$ cat src/rtl/btn_debounce_rpt.sv
// rtl/btn_debounce_rpt.sv - per-button 2-FF sync, ce-tick debounce, press strobe with optional auto-repeat
// Auto-repeat is built only when BTN_AUTOREPEAT_EN is defined; otherwise a single strobe per press.
module btn_debounce_rpt #(
  parameter int N_BTN         = 4,
  parameter int DEB_MS        = 10,
  parameter int RPT_DELAY_MS  = 500,
  parameter int RPT_PERIOD_MS = 100,
  parameter int CNT_W         = 10
) (
  input  logic             clk,
  input  logic             rst_n,
  input  logic             ce,
  input  logic [N_BTN-1:0] btn_in,
  output logic [N_BTN-1:0] btn_lvl,
  output logic [N_BTN-1:0] btn_pulse
);

  localparam logic [CNT_W-1:0] DEB_TERM = CNT_W'(DEB_MS - 1);

  logic [N_BTN-1:0] sync_a;
  logic [N_BTN-1:0] sync_b;
  logic [N_BTN-1:0] rise;
  logic [N_BTN-1:0] fall;
  logic [CNT_W-1:0] dcnt [N_BTN];
  logic [1:0]       state [N_BTN];

  always_ff @(posedge clk) begin
    if (!rst_n) begin
      sync_a <= '0;
      sync_b <= '0;
    end else begin
      sync_a <= btn_in;
      sync_b <= sync_a;
    end
  end

  // rise/fall mark the exact edge on which btn_lvl is about to change
  always_comb begin
    rise = '0;
    fall = '0;
    for (int i = 0; i < N_BTN; i++) begin
      if (ce && (sync_b[i] != btn_lvl[i]) && (dcnt[i] == DEB_TERM)) begin
        rise[i] = sync_b[i];
        fall[i] = ~sync_b[i];
      end
    end
  end

  always_ff @(posedge clk) begin
    if (!rst_n) begin
      btn_lvl <= '0;
      for (int i = 0; i < N_BTN; i++) dcnt[i] <= '0;
    end else if (ce) begin
      for (int i = 0; i < N_BTN; i++) begin
        if (sync_b[i] == btn_lvl[i]) begin
          dcnt[i] <= '0;
        end else if (dcnt[i] == DEB_TERM) begin
          btn_lvl[i] <= sync_b[i];
          dcnt[i]    <= '0;
        end else begin
          dcnt[i] <= dcnt[i] + 1'b1;
        end
      end
    end
  end

`ifdef BTN_AUTOREPEAT_EN
  localparam logic [1:0] ST_IDLE   = 2'd0;
  localparam logic [1:0] ST_DELAY  = 2'd1;
  localparam logic [1:0] ST_REPEAT = 2'd2;
  localparam logic [CNT_W-1:0] DLY_TERM = CNT_W'(RPT_DELAY_MS - 1);
  localparam logic [CNT_W-1:0] PER_TERM = CNT_W'(RPT_PERIOD_MS - 1);

  logic [CNT_W-1:0] rcnt [N_BTN];

  // A due repeat waits one clk if the previous clk already strobed, so strobes never abut
  always_ff @(posedge clk) begin
    if (!rst_n) begin
      btn_pulse <= '0;
      for (int i = 0; i < N_BTN; i++) begin
        state[i] <= ST_IDLE;
        rcnt[i]  <= '0;
      end
    end else begin
      for (int i = 0; i < N_BTN; i++) begin
        btn_pulse[i] <= 1'b0;
        case (state[i])
          ST_IDLE: begin
            if (rise[i]) begin
              btn_pulse[i] <= 1'b1;
              rcnt[i]      <= '0;
              state[i]     <= ST_DELAY;
            end
          end
          ST_DELAY: begin
            if (fall[i]) begin
              state[i] <= ST_IDLE;
              rcnt[i]  <= '0;
            end else if (ce) begin
              if (rcnt[i] == DLY_TERM) begin
                if (!btn_pulse[i]) begin
                  btn_pulse[i] <= 1'b1;
                  rcnt[i]      <= '0;
                  state[i]     <= ST_REPEAT;
                end
              end else begin
                rcnt[i] <= rcnt[i] + 1'b1;
              end
            end
          end
          ST_REPEAT: begin
            if (fall[i]) begin
              state[i] <= ST_IDLE;
              rcnt[i]  <= '0;
            end else if (ce) begin
              if (rcnt[i] == PER_TERM) begin
                if (!btn_pulse[i]) begin
                  btn_pulse[i] <= 1'b1;
                  rcnt[i]      <= '0;
                end
              end else begin
                rcnt[i] <= rcnt[i] + 1'b1;
              end
            end
          end
          default: begin
            state[i] <= ST_IDLE;
            rcnt[i]  <= '0;
          end
        endcase
      end
    end
  end
`else
  localparam logic [1:0] ST_IDLE = 2'd0;
  localparam logic [1:0] ST_HELD = 2'd1;

  always_ff @(posedge clk) begin
    if (!rst_n) begin
      btn_pulse <= '0;
      for (int i = 0; i < N_BTN; i++) state[i] <= ST_IDLE;
    end else begin
      for (int i = 0; i < N_BTN; i++) begin
        btn_pulse[i] <= 1'b0;
        case (state[i])
          ST_IDLE: begin
            if (rise[i]) begin
              btn_pulse[i] <= 1'b1;
              state[i]     <= ST_HELD;
            end
          end
          ST_HELD: begin
            if (fall[i]) state[i] <= ST_IDLE;
          end
          default: state[i] <= ST_IDLE;
        endcase
      end
    end
  end
`endif

endmodule

$ cat config.mk
export PLATFORM = sky130hd
export DESIGN_NAME = btn_debounce_rpt
export DESIGN_NICKNAME = d
export VERILOG_FILES = /design/src/rtl/btn_debounce_rpt.sv
export SDC_FILE = /design/constraint.sdc
export NUM_CORES = 1
export LEC_CHECK = 0
export BUFFER_PORTS_ARGS = -buffer_cell sky130_fd_sc_hd__clkbuf_2
export CELL_PAD_IN_SITES_DETAIL_PLACEMENT = 0
export CELL_PAD_IN_SITES_GLOBAL_PLACEMENT = 1
export CORE_ASPECT_RATIO = 1.4
export CORE_MARGIN = 3
export CORE_UTILIZATION = 49
export DETAILED_ROUTE_END_ITERATION = 8
export GPL_TIMING_DRIVEN = 1
export PLACE_DENSITY = 0.9
export SLEW_MARGIN = 20
export SYNTH_ARGS = -nofsm -noshare
export SYNTH_HDL_FRONTEND = slang
export SYNTH_SLANG_ARGS = --single-unit
$ cat constraint.sdc
create_clock -name clk -period 2.3 [get_ports clk]
set_input_delay 0.115 -clock clk [delete_from_list [all_inputs] [get_ports clk]]
set_output_delay 0.115 -clock clk [all_outputs]
set_load 0.1 [all_outputs]
==> results.cfg <==
[run_status]
status = finished, final reports clean

[clock_tree]
cts_setup_buffers = 0
cts_buffers = 9
ctsHtreeMaxLevel = 3
path_clk_slew_ns = 0.07
cts.sinks = 60
clock_latency_ns = 0.34
cts_max_path_buffers = 2
clock-root-buffer = clkbuf_8
cts_tree = yes

[routing]
num_vias = 1948
drc = 0
drt-total-wl_mm = 4.87
firstDrtPassIters = 4
wl_per_cell_um = 13.4
drt-initial-drc-count = 103
postRouteAntennaNets = 0
vias_per_cell = 5.34

[timing]
fin_crit_ns = 1.71
timing.final.ws_setup_ns = 0.585
hold_viol_final = 0
slew_headroom = 0.634
final.setup.tns_ns = 0
timing.final.crit_share = 0.746
finalClockSkew_ns = 0.00872
fmax_mhz = 583
setup_viol = 0
report.final.slew_viol_count = 0
rsz0062_at_grt = no
tightest_slew_ns = 0.551

[global_route]
grt_overflow = 0
grt_antenna_before_repair = 0
grt_pass1_wl_mm = 8.58
grt_pass1_vias = 1861
groute.usage.overall = 0.159
grt_max_degree = 25

[setup_path]
slowest_delay_ns = 0.54
path_cells = ha_1 > and4b_1 > or3b_1 > nor2_1
path_max_fanout = 10
cp-start-kind = register
crit_type = register to register
slowest_stage = or3b_1
critPathRequiredTime_ns = 2.49
worstPathArrival_ns = 1.91
end_kind = register

[synthesis]
synth-seq-cells = 60
yosysSeqAreaShare = 0.552
syn_avg_cell_area_um2 = 11.0
syn-cell-area_um2 = 2920
synthCells = 265
ys_warn_count = 0
ys_types = 38
syn-num-nets = 280

[min_path]
min_path_type = primary input to register

[cells_and_area]
layout_common_cells = 46 x nor2_1, 41 x edfxtp_1, 24 x xor2_1
drive_above_1_share = 0.141
layout_commonest_cell = nor2_1
fillerInstances = 479
n_antenna_cell = 0
area_growth_pct = 13.6
nets = 307

[pwr]
power_density_nw_per_um2 = 709
cellLeakagePower_uw = 0.00124
ir_drop_mv = 0.596

[run]
maxCapViolations = 0

[floorplan]
die_y_um = 97.3
fp-row-count = 32
die_x_um = 71.2
core_area_um2 = 5650
dieArea_um2 = 6930
io_pins = 15
initial_utilization = 0.517

[placed_design]
dp.final_hpwl_mm = 3.26
port_buffers = 14
pre_cts_slack_ns = 0.567
gp_congestion = 0.718
worst max-delay path, delay by kind of cell, from the launching register on:
family	cells	cell delay [ns]
adder cells (fa/ha/maj)	1	0.23
flip-flops	1	0.47
AND/OR/NAND/NOR	3	0.88
registers in the layout, indices dropped and copies added, names as in the netlist:
name       count
btn_lvl        4
btn_pulse      4
dcnt          40
state          4
sync_a         4
sync_b         4
final timing paths:
check,slack [ns],cells past startpoint,endpoint,startpoint
setup reg to reg,0.59,4,dcnt[3][9]$_SDFFCE_PN0P_,dcnt[3][0]$_SDFFCE_PN0P_
hold / removal,0.18,3,btn_pulse[1]$_SDFF_PN0_,rst_n
hold reg to reg,0.43,1,sync_b[1]$_SDFF_PN0_,sync_a[1]$_SDFF_PN0_
setup / recovery,0.59,4,dcnt[3][9]$_SDFFCE_PN0P_,dcnt[3][0]$_SDFFCE_PN0P_
stage by stage:
stage / util / area, um2 / hold WS [ns] / cells / total power, uW
2_1_floorplan: - / 2920 / 0.242 / 265 / 1340
3_3_place_gp: 0.543 / 3070 / 0.320 / 345 / 1370
3_5_place_dp: 0.543 / 3070 / 0.324 / 345 / 1370
4_1_cts: 0.587 / 3310 / 0.160 / 365 / 2390
5_1_grt: 0.587 / 3310 / 0.178 / 365 / 2460
6_report: 0.587 / 3310 / 0.178 / 365 / 2350
cell families (layout without fill, tap and decap cells):
family          Yosys count  count (layout)  share of synthesized area
simple gates            132             132                      0.241
fa+ha+maj                 8               8                     0.0343
mux                       5               5                     0.0176
buf+inv                  16              48                     0.0249
compound gates            7               7                     0.0184
flops                    60              60                      0.552
xor+xnor                 37              37                      0.111
area by class of cell:
cell class / instances / area, um2 / area share
repair buffers: 21 / 133 / 0.0400
well taps: 68 / 85.1 / 0.0257
flip-flops and latches: 60 / 1610 / 0.486
clock inverters: 6 / 78.8 / 0.0238
multi-input cells: 189 / 1240 / 0.373
inverters: 11 / 41.3 / 0.0125
clock buffers: 10 / 128 / 0.0385
power by group:
group	switching, uW	internal, uW	leakage, uW
clock	397	601	0.000107
sequential	46.7	1200	0.000611
combinational	57.6	51.7	0.000521
total	501	1850	0.00124
cell usage after synthesis:
library cell  count  area [um2]
nor2_1           46         173
edfxtp_1         41        1230
xor2_1           24         210
dfxtp_1          19         380
nand3_1          17        85.1
nand2_1          15        56.3
nand4_1          13        81.3
xnor2_1          13         114
inv_1            11        41.3
and2_1            8        50.1
ha_1              8         100
nor4_1            5        31.3
and3_1            4        25.0
mux2i_1           4        40.0
nor2b_1           4        25.0
nor3_1            4        20.0
and4b_1           3        30.0
and4_1            2        17.5
and4bb_2          2        25.0
clkbuf_1          2        7.51
nor4b_2           2        30.0
o21ai_0           2        10.0
a21bo_2           1        10.0
a21boi_2          1        11.3
a31oi_1           1        6.26
and3_2            1        7.51
and4_2            1        10.0
buf_2             1        5.00
buf_4             1        7.51
buf_6             1        11.3
mux2_2            1        11.3
nand2b_1          1        6.26
nor3b_1           1        7.51
nor4b_1           1        8.76
o211ai_1          1        7.51
o311ai_0          1        8.76
or2_2             1        6.26
or3b_1            1        8.76
timing repair:
| action | CTS | global route |
|---|---|---|
| hold buffers | 4 | 0 |
| hold endpoints to repair | 4 | 0 |
| resized for setup | 0 | 0 |
layer usage:
metal,GRT usage,vias to the layer above,share of wire,wire (um)
met5,0,-,0,0
met2,0.244,27,0.47,2300
met3,0.0518,9,0.037,182
li1,-,990,-,-
met4,0.0781,0,0.024,116
met1,0.198,922,0.47,2270
Power figures use the tool's default switching activity.
